**config.mk**
```make
export PLATFORM = sky130hd
export DESIGN_NAME = adder_responder
export DESIGN_NICKNAME = d
export VERILOG_FILES = /design/src/rtl/adder_pkg.sv /design/src/rtl/adder_alu.sv /design/src/rtl/adder_responder.sv
export SDC_FILE = /design/constraint.sdc
export NUM_CORES = 1
export LEC_CHECK = 0
export ABC_CLOCK_PERIOD_IN_PS = 1800
export CORE_MARGIN = 2
export CORE_UTILIZATION = 52
export CTS_BUF_LIST = sky130_fd_sc_hd__clkbuf_4
export CTS_CLUSTER_DIAMETER = 80
export CTS_CLUSTER_SIZE = 20
export DETAILED_ROUTE_END_ITERATION = 6
export GPL_TIMING_DRIVEN = 0
export PLACE_DENSITY = 0.87
export SYNTH_ARGS = -nofsm -noshare
export SYNTH_HDL_FRONTEND = slang
export SYNTH_SLANG_ARGS = --single-unit
```
**constraint.sdc**
```tcl
create_clock -name clk -period 1.8 [get_ports clk]
set_clock_uncertainty 0.1 [all_clocks]
set_input_delay 0.27 -clock clk [delete_from_list [all_inputs] [get_ports clk]]
set_output_delay 0.27 -clock clk [all_outputs]
set_load 0.01 [all_outputs]
```
**src/rtl/adder_pkg.sv**
```systemverilog
// Shared types and constants for the adder responder and its ALU.
package adder_pkg;

  // Default operand width.
  localparam int ADDER_WIDTH = 4;

  // Cycle counter width; covers a compute latency of 1..15 cycles.
  localparam int CNT_W = 4;

  // Responder FSM states.
  typedef enum logic [1:0] {
    IDLE = 2'd0,
    CALC = 2'd1,
    RESP = 2'd2
  } state_t;

  // Operation select, sampled at the request handshake.
  typedef enum logic {
    OP_ADD = 1'b0,
    OP_SUB = 1'b1
  } op_t;

endpackage

```
**src/rtl/adder_alu.sv**
```systemverilog
// Combinational add/subtract unit. The result is one bit wider than the
// operands; the extra MSB is the carry for add and the borrow for subtract.
module adder_alu
  import adder_pkg::*;
#(
  parameter int WIDTH = ADDER_WIDTH
) (
  input  op_t              op_i,
  input  logic [WIDTH-1:0] a_i,
  input  logic [WIDTH-1:0] b_i,
  output logic [WIDTH:0]   c_o
);

  // Select add or subtract; the borrow is an explicit magnitude compare.
  always_comb begin
    c_o = '0;
    case (op_i)
      OP_ADD: c_o = {1'b0, a_i} + {1'b0, b_i};
      OP_SUB: begin
        c_o[WIDTH-1:0] = a_i - b_i;
        c_o[WIDTH]     = (a_i < b_i);
      end
    endcase
  end

endmodule

```
**src/rtl/adder_responder.sv**
```systemverilog
// Design-side responder for the adder interface. Accepts one operand pair,
// computes the result over CALC_CYCLES cycles, then holds it until the
// driver takes it. Counts completed transactions modulo 256.
//
// Handshakes: a transfer happens on a rising clk edge where valid and ready
// are both high. The request side transfers when req_valid && req_ready;
// the response side when resp_valid && resp_ready. Both ready/valid outputs
// are decoded from the registered state only, so neither depends
// combinationally on any input. The FSM state is held in state_q.
module adder_responder
  import adder_pkg::*;
#(
  parameter int WIDTH       = ADDER_WIDTH,
  parameter int CALC_CYCLES = 2
) (
  input  logic             clk,
  input  logic             rst,
  input  logic             req_valid,
  output logic             req_ready,
  input  logic             op,
  input  logic [WIDTH-1:0] a,
  input  logic [WIDTH-1:0] b,
  output logic             resp_valid,
  input  logic             resp_ready,
  output logic [WIDTH:0]   c,
  output logic             busy,
  output logic [7:0]       txn_count
);

  // Counter load value: the counter runs CALC_CYCLES-1 down to 0.
  localparam logic [CNT_W-1:0] CNT_LOAD = CNT_W'(CALC_CYCLES - 1);

  state_t           state_q, state_d;
  logic [CNT_W-1:0] cnt_q,   cnt_d;
  op_t              op_q,    op_d;
  logic [WIDTH-1:0] a_q,     a_d;
  logic [WIDTH-1:0] b_q,     b_d;
  logic [WIDTH:0]   c_q,     c_d;
  logic [7:0]       txn_q,   txn_d;
  logic [WIDTH:0]   alu_res;

  // Single ALU, fed only from the captured operands so late input changes
  // cannot disturb an in-flight computation.
  adder_alu #(
    .WIDTH (WIDTH)
  ) u_alu (
    .op_i (op_q),
    .a_i  (a_q),
    .b_i  (b_q),
    .c_o  (alu_res)
  );

  // Next-state logic: capture on request, count down, present, retire.
  always_comb begin
    state_d = state_q;
    cnt_d   = cnt_q;
    op_d    = op_q;
    a_d     = a_q;
    b_d     = b_q;
    c_d     = c_q;
    txn_d   = txn_q;
    case (state_q)
      IDLE: begin
        if (req_valid) begin
          op_d    = op_t'(op);
          a_d     = a;
          b_d     = b;
          cnt_d   = CNT_LOAD;
          state_d = CALC;
        end
      end
      CALC: begin
        if (cnt_q == '0) begin
          c_d     = alu_res;
          state_d = RESP;
        end else begin
          cnt_d = cnt_q - CNT_W'(1);
        end
      end
      RESP: begin
        if (resp_ready) begin
          txn_d   = txn_q + 8'd1;
          state_d = IDLE;
        end
      end
      default: state_d = IDLE;
    endcase
  end

  // State and datapath registers; reset discards any pending operation.
  always_ff @(posedge clk) begin
    if (rst) begin
      state_q <= IDLE;
      cnt_q   <= '0;
      op_q    <= OP_ADD;
      a_q     <= '0;
      b_q     <= '0;
      c_q     <= '0;
      txn_q   <= '0;
    end else begin
      state_q <= state_d;
      cnt_q   <= cnt_d;
      op_q    <= op_d;
      a_q     <= a_d;
      b_q     <= b_d;
      c_q     <= c_d;
      txn_q   <= txn_d;
    end
  end

  assign req_ready  = (state_q == IDLE);
  assign resp_valid = (state_q == RESP);
  assign busy       = (state_q != IDLE);
  assign c          = c_q;
  assign txn_count  = txn_q;

endmodule

```
==> results of run 1 <==
-- registers in the layout (all words and copies together), names as in the netlist --
signal / flops
a_q: 4
b_q: 4
c: 5
cnt_q: 4
op_q: 1
state_q: 2
txn_count: 8
-- placed cells by master (no fill, tap or decap), types with 3 or more instances in the layout --
master            n
clkbuf_4          3
dfxtp_1          22
a21oi_1          14
buf_4             5
nor2_1           17
xor2_1            7
dfxtp_2           4
nand2_1          31
inv_1            10
a211oi_1          3
clkdlybuf4s50_1  25
ha_1             10
xnor2_1           3
nand3b_1          4
nor3_1            7
-- worst register-to-register path: cells and delay by family (launching register included) --
kind	cells	cell delay [ps]
DFF	1	370
and+or+nand+nor	3	340
buffers and inverters	1	60
adders and majority gates	2	550
AOI/OAI and AO/OA	2	250
-- power groups by stage --
stage / clock (mW) / combinational, mW / sequential (mW)
final: 0.415 / 0.505 / 0.746
after global routing: 0.444 / 0.556 / 0.756
after CTS: 0.422 / 0.446 / 0.745
after detailed placement: 0 / 0.445 / 0.751
after global placement: 0 / 0.423 / 0.745
after floorplan: 0 / 0.289 / 0.746
-- cell usage after synthesis --
library cell,count,area [µm²]
and2_1,2,12.51
clkbuf_1,2,7.510
o311ai_2,1,16.27
and2b_2,1,8.760
xor2_1,7,61.31
a21oi_1,15,75.07
nor2_2,1,6.260
nor3_2,1,10.01
nand3_1,2,10.01
nand2_2,1,6.260
inv_1,10,37.54
o311ai_1,1,8.760
ha_1,10,125.1
mux2i_1,1,10.01
o21a_1,1,7.510
nand2b_1,1,6.260
a22oi_1,1,7.510
nor3_1,7,35.03
nor3b_2,1,12.51
xnor2_1,3,26.28
a211oi_2,1,12.51
mux2_2,1,11.26
nand4_1,2,12.51
dfxtp_1,28,560.5
nand2_1,31,116.4
buf_1,1,3.750
o21ai_0,3,15.01
nand3b_1,4,30.03
nor3b_1,1,7.510
nor2_1,18,67.56
nor2b_1,2,12.51
a211oi_1,3,22.52
fa_1,2,40.04
buf_2,2,10.01
-- kinds of logic (layout without fill, tap and decap cells) --
family                     count (synthesis)  after routing  synth area share
and+or+nand+nor                           75             75            0.2507
xor gates and xnor gates                  10             10           0.06201
adders and majority gates                 12             12            0.1169
DFF                                       28             28            0.3968
muxes                                      2              2           0.01506
buffers and inverters                     15             52           0.04163
AOI/OAI and AO/OA                         26             26            0.1169
-- timing repair --
item,4_1_cts,5_1_grt
resized for setup,11,8
hold buffers,0,0
pin swaps,0,1
buffers inserted,0,5
endpoints found under the setup margin,4,8
-- worst max path at each step --
stage | to | slack, ps | cells after the start
4_1_cts | c[4]$_SDFFE_PP0P_ | 20 | 9
3_3_place_gp | txn_count[7]$_SDFFE_PP0P_ | -20 | 4
2_1_floorplan | c[4]$_SDFFE_PP0P_ | 180 | 9
3_5_place_dp | txn_count[6]$_SDFFE_PP0P_ | -90 | 4
6_report | c[4]$_SDFFE_PP0P_ | 70 | 8
5_1_grt | c[3]$_SDFFE_PP0P_ | -80 | 7
-- stage by stage --
step | instance area [µm²] | std cells
2_1_floorplan | 1413 | 168
4_1_cts | 1798 | 230
5_1_grt | 1863 | 235
3_3_place_gp | 1730 | 226
6_report | 1863 | 235
3_5_place_dp | 1730 | 226
-- per-layer routing --
layer / wire (µm) / vias to the layer above / track usage
met4: 64 / 0 / 0.07483
met2: 1778 / 31 / 0.3983
li1: - / 628 / -
met1: 1440 / 630 / 0.2341
met5: 0 / - / 0
met3: 116 / 8 / 0.03721
-- layout make-up --
| cell class | count | share of cell area |
|---|---|---|
| plain buffers | 5 | 0.01142 |
| clock buffers | 3 | 0.01209 |
| clock inverters | 1 | 0.01612 |
| inverters | 10 | 0.02015 |
| multi-input cells | 125 | 0.4419 |
| flip-flops and latches | 28 | 0.3076 |
| well taps | 30 | 0.02015 |
| repair buffers | 33 | 0.1706 |
==> results.sh, run 1 <==
export IMPL_status="finished clean"
export IMPL_dr_pass1_iters=4
export IMPL_clockRootBuffer="clkbuf_4"
export IMPL_fin_crit_ps=1727
export IMPL_die_w_um=56.12
export IMPL_hold_start="a[0]"
export IMPL_via_per_inst=5.519
export IMPL_yosysWarningCount=0
export IMPL_htreeDepth=1
export IMPL_vias=1297
export IMPL_coreArea_um2=2522
export IMPL_grt_max_degree=17
export IMPL_pin_count=29
export IMPL_min_to="a_q[0]$_SDFFE_PP0P_"
export IMPL_sw_frac_of_total=0.3076
export IMPL_synthCells=168
export IMPL_maxSlewViolCount=0
export IMPL_numCtsBuffers=3
export IMPL_drt_iter0_drc=17
export IMPL_ant_nets=0
export IMPL_crit_fanout=3
export IMPL_worstReg2RegStart="a_q[0]$_SDFFE_PP0P_"
export IMPL_r2r_slack_ps=70
export IMPL_critPathRequiredTime_ps=1970
export IMPL_fin_ws_ps=73.12
export IMPL_syn_avg_cell_area_um2=8.408
export IMPL_path_clk_slew_ps=160
export IMPL_start_util=0.5600
export IMPL_p_int_mw=1.154
export IMPL_n_fill_cell=190
export IMPL_fin_util=0.7386
export IMPL_hp_class="in2reg"
export IMPL_dp_slack_ps=-93.17
export IMPL_worstReg2RegEnd="c[4]$_SDFFE_PP0P_"
export IMPL_clock_sinks=28
export IMPL_seqPwrFrac=0.448
export IMPL_worstMarginPinSlew_ps=461.6
export IMPL_arrival_ps=1890
export IMPL_die_h_um=56.12
export IMPL_die_area_um2=3149
export IMPL_n_antenna_cell=0
export IMPL_ys_ff_latch=28
export IMPL_startpoint="a_q[0]$_SDFFE_PP0P_"
export IMPL_clk_latency_ps=330
export IMPL_wl_per_cell_um=14.47
export IMPL_setup_tns_ps=0
export IMPL_multi_input_area_um2=823.3
export IMPL_slowest_stage="fa_1"
export IMPL_power_density_nw_per_um2=894.5
export IMPL_ff_latch_area_um2=573.1
export IMPL_synth_area_um2=1413
export IMPL_grt_usage=0.2114
export IMPL_grt_ovfl_total=0
export IMPL_power_leakage_nw=0.7228
export IMPL_gp_congestion=0.7931
export IMPL_finalHoldViolCount=0
export IMPL_min_path_cells=3
export IMPL_critPathMaxStageDelay_ps=410
export IMPL_r2r_cells=8
export IMPL_cts_tree="done"
export IMPL_crit_chain="ha_1, inv_1, fa_1, nor2_1, nor2_1, nor2_1, o311ai_1, a21oi_1"
export IMPL_max_cap_violations=0
export IMPL_slew_headroom=0.6923
export IMPL_area_growth_pct=31.89
export IMPL_yosysSeqAreaShare=0.3968
export IMPL_setup_viol=0
export IMPL_p_sw_uw=512.7
export IMPL_drive_gt1_frac=0.1415
export IMPL_cts_max_path_buffers=2
export IMPL_postSynthNetCount=193
export IMPL_wirelength_mm=3.400
export IMPL_pwr_share_comb=0.303
export IMPL_rows=18
export IMPL_antenna_found_initial=0
export IMPL_cp_end_kind="register"
export IMPL_period_share=0.9594
export IMPL_ir_drop_mv=0.6613
export IMPL_critPathKind="reg2reg"
export IMPL_timing_hold_ws_ps=363.5
export IMPL_grt_pass1_vias=1301
export IMPL_pwr_share_clk=0.249
export IMPL_grt_pass1_wl_mm=5.402
export IMPL_path_common_cell="nor2_1"
export IMPL_dp_hpwl_mm=2.452
export IMPL_nets=231
export IMPL_port_buffers=28
export IMPL_rsz0062_at_grt="true"
export IMPL_drcViolationCount=0
export IMPL_crit_buf_inv=1
export IMPL_critPathTopFamily="adder cells"
export IMPL_synthDistinctLibCells=34
export IMPL_fmax_mhz=579.1
export IMPL_start_kind="register"
export IMPL_totalPowerFinal_mw=1.667
No activity file was read; power rests on OpenSTA's default activity.
==> inputs of run 2 (changes only) <==
--- a/config.mk
+++ b/config.mk
@@ -6,14 +6,16 @@
 export NUM_CORES = 1
 export LEC_CHECK = 0
 export ABC_CLOCK_PERIOD_IN_PS = 1800
+export CORE_ASPECT_RATIO = 0.5
 export CORE_MARGIN = 2
-export CORE_UTILIZATION = 52
+export CORE_UTILIZATION = 30
 export CTS_BUF_LIST = sky130_fd_sc_hd__clkbuf_4
 export CTS_CLUSTER_DIAMETER = 80
 export CTS_CLUSTER_SIZE = 20
 export DETAILED_ROUTE_END_ITERATION = 6
 export GPL_TIMING_DRIVEN = 0
-export PLACE_DENSITY = 0.87
+export PLACE_DENSITY = 0.58
+export SETUP_SLACK_MARGIN = 0.4
 export SYNTH_ARGS = -nofsm -noshare
 export SYNTH_HDL_FRONTEND = slang
 export SYNTH_SLANG_ARGS = --single-unit
==> run 2 against run 1 <==
Clock power fell by 32%. Flip-flop and latch count stayed put. Sequential power fell by 1%. First-iteration DRC count grew 120%. Routed wire length grew 1.5%. Die area up 69%.
==> results.sh, run 2 (synthesis gave the netlist of run 1 again) <==
export IMPL_wl_per_cell_um=12.15
export IMPL_fin_crit_ps=1628
export IMPL_nets=253
export IMPL_setup_tns_ps=0
export IMPL_power_leakage_nw=0.8969
export IMPL_grt_usage=0.1334
export IMPL_crit_fanout=5
export IMPL_via_per_inst=4.683
export IMPL_start_util=0.3162
export IMPL_grt_max_degree=16
export IMPL_grt_pass1_wl_mm=5.478
export IMPL_setup_viol=0
export IMPL_maxSlewViolCount=0
export IMPL_drive_gt1_frac=0.3612
export IMPL_dp_hpwl_mm=2.322
export IMPL_ant_nets=0
export IMPL_ir_drop_mv=0.3005
export IMPL_die_w_um=101.0
export IMPL_antenna_found_initial=0
export IMPL_cts_max_path_buffers=2
export IMPL_hp_class="in2reg"
export IMPL_coreArea_um2=4467
export IMPL_critPathKind="reg2reg"
export IMPL_n_antenna_cell=0
export IMPL_clockRootBuffer="clkbuf_4"
export IMPL_wirelength_mm=3.452
export IMPL_drcViolationCount=0
export IMPL_cts_tree="done"
export IMPL_htreeDepth=1
export IMPL_r2r_cells=7
export IMPL_port_buffers=28
export IMPL_fin_util=0.4818
export IMPL_dr_pass1_iters=4
export IMPL_mostFrequentLayoutCell="nand2_1"
export IMPL_grt_pass1_vias=1224
export IMPL_min_path_cells=3
export IMPL_rows=17
export IMPL_worstMarginPinSlew_ps=303.2
export IMPL_numCtsBuffers=3
export IMPL_start_kind="register"
export IMPL_max_cap_violations=0
export IMPL_rsz0062_at_grt="true"
export IMPL_die_h_um=52.52
export IMPL_path_clk_slew_ps=160
export IMPL_critPathRequiredTime_ps=1960
export IMPL_area_growth_pct=52.35
export IMPL_finalHoldViolCount=0
export IMPL_vias=1330
export IMPL_fmax_mhz=614.3
export IMPL_ctsHoldBuffers=0
export IMPL_clk_latency_ps=340
export IMPL_period_share=0.9044
export IMPL_clock_sinks=28
export IMPL_arrival_ps=1790
export IMPL_cp_end_kind="register"
export IMPL_status="finished clean"
export IMPL_finalNonFillerCells=284
export IMPL_grt_ovfl_total=0
export IMPL_die_area_um2=5307
export IMPL_dp_cells=253
export IMPL_drt_iter0_drc=37
export IMPL_slew_headroom=0.7976
export IMPL_largest_reg_flops=8
export IMPL_pin_count=29
export IMPL_layout_common_cells="31 x nand2_1, 23 x buf_4, 15 x nor2_1"
export IMPL_power_density_nw_per_um2=796.7
export IMPL_gp_congestion=0.7730
==> run 2: worst paths after layout <==
check	from	slack, ps	end
hold reg to reg	c[2]$_SDFFE_PP0P_	370	c[2]$_SDFFE_PP0P_
hold / removal	a[3]	360	a_q[3]$_SDFFE_PP0P_
setup / recovery	cnt_q[1]$_SDFFE_PP0P_	170	c[3]$_SDFFE_PP0P_
setup reg to reg	cnt_q[1]$_SDFFE_PP0P_	170	c[3]$_SDFFE_PP0P_
==> run 2: layout make-up <==
| class | instances | area (µm²) |
|---|---|---|
| Fill cell | 430 | 2315 |
| Clock buffer | 3 | 22.52 |
| Multi-Input combinational cell | 125 | 913.4 |
| Buffer | 5 | 31.28 |
| Inverter | 10 | 37.54 |
| Clock inverter | 1 | 3.754 |
| Tap cell | 57 | 71.32 |
| Sequential cell | 28 | 589.3 |
| Timing Repair Buffer | 55 | 483.0 |
==> run 2: power breakdown <==
part	internal [mW]	switching (mW)	leakage [nW]
registers	0.684	0.0532	0.236
logic	0.373	0.323	0.645
clock network	0.0817	0.201	0.0154
==> run 2: routing by layer <==
layer  global-route usage  vias up  wire [µm]
met5                    0        -          0
met1               0.1692      640       1620
li1                     -      673          -
met2               0.2340       15       1747
met3              0.02533        2         70
met4              0.03829        0         14
==> run 2: what timing repair did <==
action / CTS / global route
gates resized for setup: 44 / 21
setup endpoints to repair: 43 / 32
hold endpoints to repair: 0 / 0
pin swaps: 8 / 11
buffers inserted: 20 / 7
==> run 2: stage by stage <==
step | total power, mW | hold slack [ps] | area (µm²) | setup WS, ps
after detailed placement | 1.267 | 356.2 | 1842 | -200.8
after global placement | 1.254 | 347.5 | 1842 | -160.3
after CTS | 1.629 | 348.6 | 2034 | 162.5
after floorplan | 1.101 | 298.4 | 1490 | 312.8
after global routing | 1.831 | 351.1 | 2152 | 85.18
final | 1.714 | 361.1 | 2152 | 172.1
==> run 2: worst max-delay path, stage by stage, from the launching register on <==
cell and delay, ps:
dfxtp_2 350, inv_2 60, ha_4 130, nor3b_4 300, nand2_1 140, nor2_4 150
nand3b_1 110, o311ai_2 210
==> inputs of run 3 (changes only) <==
--- a/config.mk
+++ b/config.mk
@@ -7,7 +7,7 @@
 export LEC_CHECK = 0
 export ABC_CLOCK_PERIOD_IN_PS = 1800
 export CORE_ASPECT_RATIO = 0.5
-export CORE_MARGIN = 2
+export CORE_MARGIN = 3
 export CORE_UTILIZATION = 30
 export CTS_BUF_LIST = sky130_fd_sc_hd__clkbuf_4
 export CTS_CLUSTER_DIAMETER = 80
@@ -15,7 +15,7 @@
 export DETAILED_ROUTE_END_ITERATION = 6
 export GPL_TIMING_DRIVEN = 0
 export PLACE_DENSITY = 0.58
-export SETUP_SLACK_MARGIN = 0.4
+export SETUP_SLACK_MARGIN = 0.5
 export SYNTH_ARGS = -nofsm -noshare
 export SYNTH_HDL_FRONTEND = slang
 export SYNTH_SLANG_ARGS = --single-unit
==> run 3 against run 2 <==
Flip-flop and latch count unchanged. Count of clock-buffer cells in the layout is the same. Core utilization increased by 5.9 points. Largest power group is now combinational logic. Highest routed layer unchanged. Sequential share of layout area shrank 1.2 points. Register-to-register slack is essentially flat. Critical endpoint is now c[4]$_SDFFE_PP0P_.
==> results.sh, run 3 (synthesis gave the netlist of run 1 again) <==
export IMPL_worstMarginPinSlew_ps=287.8
export IMPL_finalNonFillerCells=288
export IMPL_ff_latch_area_um2=595.6
export IMPL_rsz0062_at_grt="true"
export IMPL_clk_latency_ps=340
export IMPL_critPathKind="reg2reg"
export IMPL_antenna_found_initial=0
export IMPL_clock_sinks=28
export IMPL_vias=1373
export IMPL_fin_crit_ps=1629
export IMPL_fin_area_um2=2273
export IMPL_period_share=0.9052
export IMPL_ir_drop_mv=0.3500
export IMPL_arrival_ps=1810
export IMPL_hp_class="in2reg"
export IMPL_pin_count=29
export IMPL_ant_nets=0
export IMPL_dp_slack_ps=-184.3
export IMPL_fin_ws_ps=170.7
export IMPL_crit_fanout=3
export IMPL_numCtsBuffers=3
export IMPL_max_cap_violations=0
export IMPL_grt_pass1_vias=1235
export IMPL_power_leakage_nw=0.9624
export IMPL_dp_cells=250
export IMPL_n_antenna_cell=0
export IMPL_mostFrequentLayoutCell="nand2_1"
export IMPL_die_h_um=54.52
export IMPL_die_area_um2=5618
export IMPL_finalHoldViolCount=0
export IMPL_multi_input_area_um2=957.2
export IMPL_slew_headroom=0.8079
export IMPL_drive_gt1_frac=0.4915
export IMPL_path_clk_slew_ps=160
export IMPL_grt_max_degree=17
export IMPL_fmax_mhz=613.8
export IMPL_start_util=0.3360
export IMPL_r2r_slack_ps=170
export IMPL_min_path_cells=3
export IMPL_cts_tree="done"
export IMPL_grt_ovfl_total=0
export IMPL_grt_usage=0.1315
export IMPL_htreeDepth=1
export IMPL_dp_hpwl_mm=2.332
export IMPL_ctsHoldBuffers=0
export IMPL_clockRootBuffer="clkbuf_4"
export IMPL_die_w_um=103.0
export IMPL_via_per_inst=4.767
export IMPL_layout_common_cells="26 x nand2_1, 23 x buf_4, 16 x buf_6, 16 x nor2_1, 16 x dfxtp_2"
export IMPL_cp_end_kind="register"
export IMPL_largest_reg_flops=8
export IMPL_worstReg2RegEnd="c[4]$_SDFFE_PP0P_"
export IMPL_worstReg2RegStart="a_q[0]$_SDFFE_PP0P_"
export IMPL_status="finished clean"
export IMPL_cts_max_path_buffers=2
export IMPL_maxSlewViolCount=0
export IMPL_setup_tns_ps=0
export IMPL_coreArea_um2=4204
export IMPL_area_growth_pct=60.94
export IMPL_power_density_nw_per_um2=857.6
export IMPL_dr_pass1_iters=5
export IMPL_min_to="a_q[0]$_SDFFE_PP0P_"
export IMPL_gp_congestion=0.7567
export IMPL_wl_per_cell_um=13.22
export IMPL_start_kind="register"
export IMPL_critPathRequiredTime_ps=1980
export IMPL_hold_start="a[0]"
export IMPL_drcViolationCount=0
export IMPL_setup_viol=0
export IMPL_placed_cell_area_um2=1846
export IMPL_drt_iter0_drc=50
export IMPL_port_buffers=28
export IMPL_grt_pass1_wl_mm=5.671
export IMPL_totalPowerFinal_mw=1.950
export IMPL_r2r_cells=9
export IMPL_n_fill_cell=390
export IMPL_wirelength_mm=3.808
export IMPL_rows=16
export IMPL_nets=260
[run 3: changes by cell type in the layout (fill, tap and decap cells not counted), moves of 2 or more]
cell and delta:
a21oi_1 -3, a21oi_2 +3, buf_2 +10, buf_6 +9, clkdlybuf4s15_1 -3, dfxtp_1 -5
dfxtp_2 +5, dlygate4sd2_1 -10, nand2_1 -5, nand2_2 +2, nand2_4 +3, nor2_2 -2
nor3_2 -2
[run 3: routing by layer]
layer,part of all wire,track usage,vias up
met5,0,0,-
met4,0.0021,0.02581,0
met3,0.027,0.03181,3
met2,0.50,0.2304,15
met1,0.47,0.1679,665
li1,-,-,690
[run 3: worst max path at each step]
stage	startpoint	end	cells past startpoint
final	a_q[0]$_SDFFE_PP0P_	c[4]$_SDFFE_PP0P_	9
after detailed placement	rst	c[2]$_SDFFE_PP0P_	4
after global placement	rst	a_q[1]$_SDFFE_PP0P_	4
after global routing	a_q[0]$_SDFFE_PP0P_	c[4]$_SDFFE_PP0P_	9
after CTS	cnt_q[1]$_SDFFE_PP0P_	c[3]$_SDFFE_PP0P_	7
after floorplan	a_q[0]$_SDFFE_PP0P_	c[4]$_SDFFE_PP0P_	9
[run 3: final cells by class]
class / count / area share
timing repair buffer: 62 / 0.2339
clock buffer: 3 / 0.009906
clock inverter: 1 / 0.01321
tap: 54 / 0.02972
sequential: 28 / 0.2620
multi-input combinational: 125 / 0.4210
inverter: 10 / 0.01651
buffer: 5 / 0.01376
[run 3: where the power goes]
| group | switching (mW) | internal [mW] | leakage (nW) | total (mW) |
|---|---|---|---|---|
| Clock | 0.203 | 0.226 | 0.0279 | 0.428 |
| Sequential | 0.0557 | 0.686 | 0.239 | 0.742 |
| Combinational | 0.362 | 0.418 | 0.696 | 0.780 |
| Total | 0.620 | 1.33 | 0.962 | 1.95 |
[run 3: per-stage QoR]
step	hold slack, ps	utilization
2_1_floorplan	298.4	-
3_3_place_gp	348.4	0.4390
3_5_place_dp	357.0	0.4390
4_1_cts	341.5	0.5179
5_1_grt	320.0	0.5408
6_report	344.9	0.5408
[run 3: critical path, cell delays in order, from the launching register on]
cell	delay, ps
dfxtp_2	360
inv_2	60
ha_4	120
inv_2	40
fa_2	340
a21oi_2	120
nor2b_1	50
o21ai_1	110
o311ai_1	110
a21oi_1	150
[run 3: what timing repair did]
item / CTS / global route
gates cloned: 0 / 1
buffers inserted: 25 / 8
setup endpoints to repair: 44 / 41
gates resized for setup: 91 / 36
pin swaps: 17 / 11
hold endpoints to repair: 0 / 0
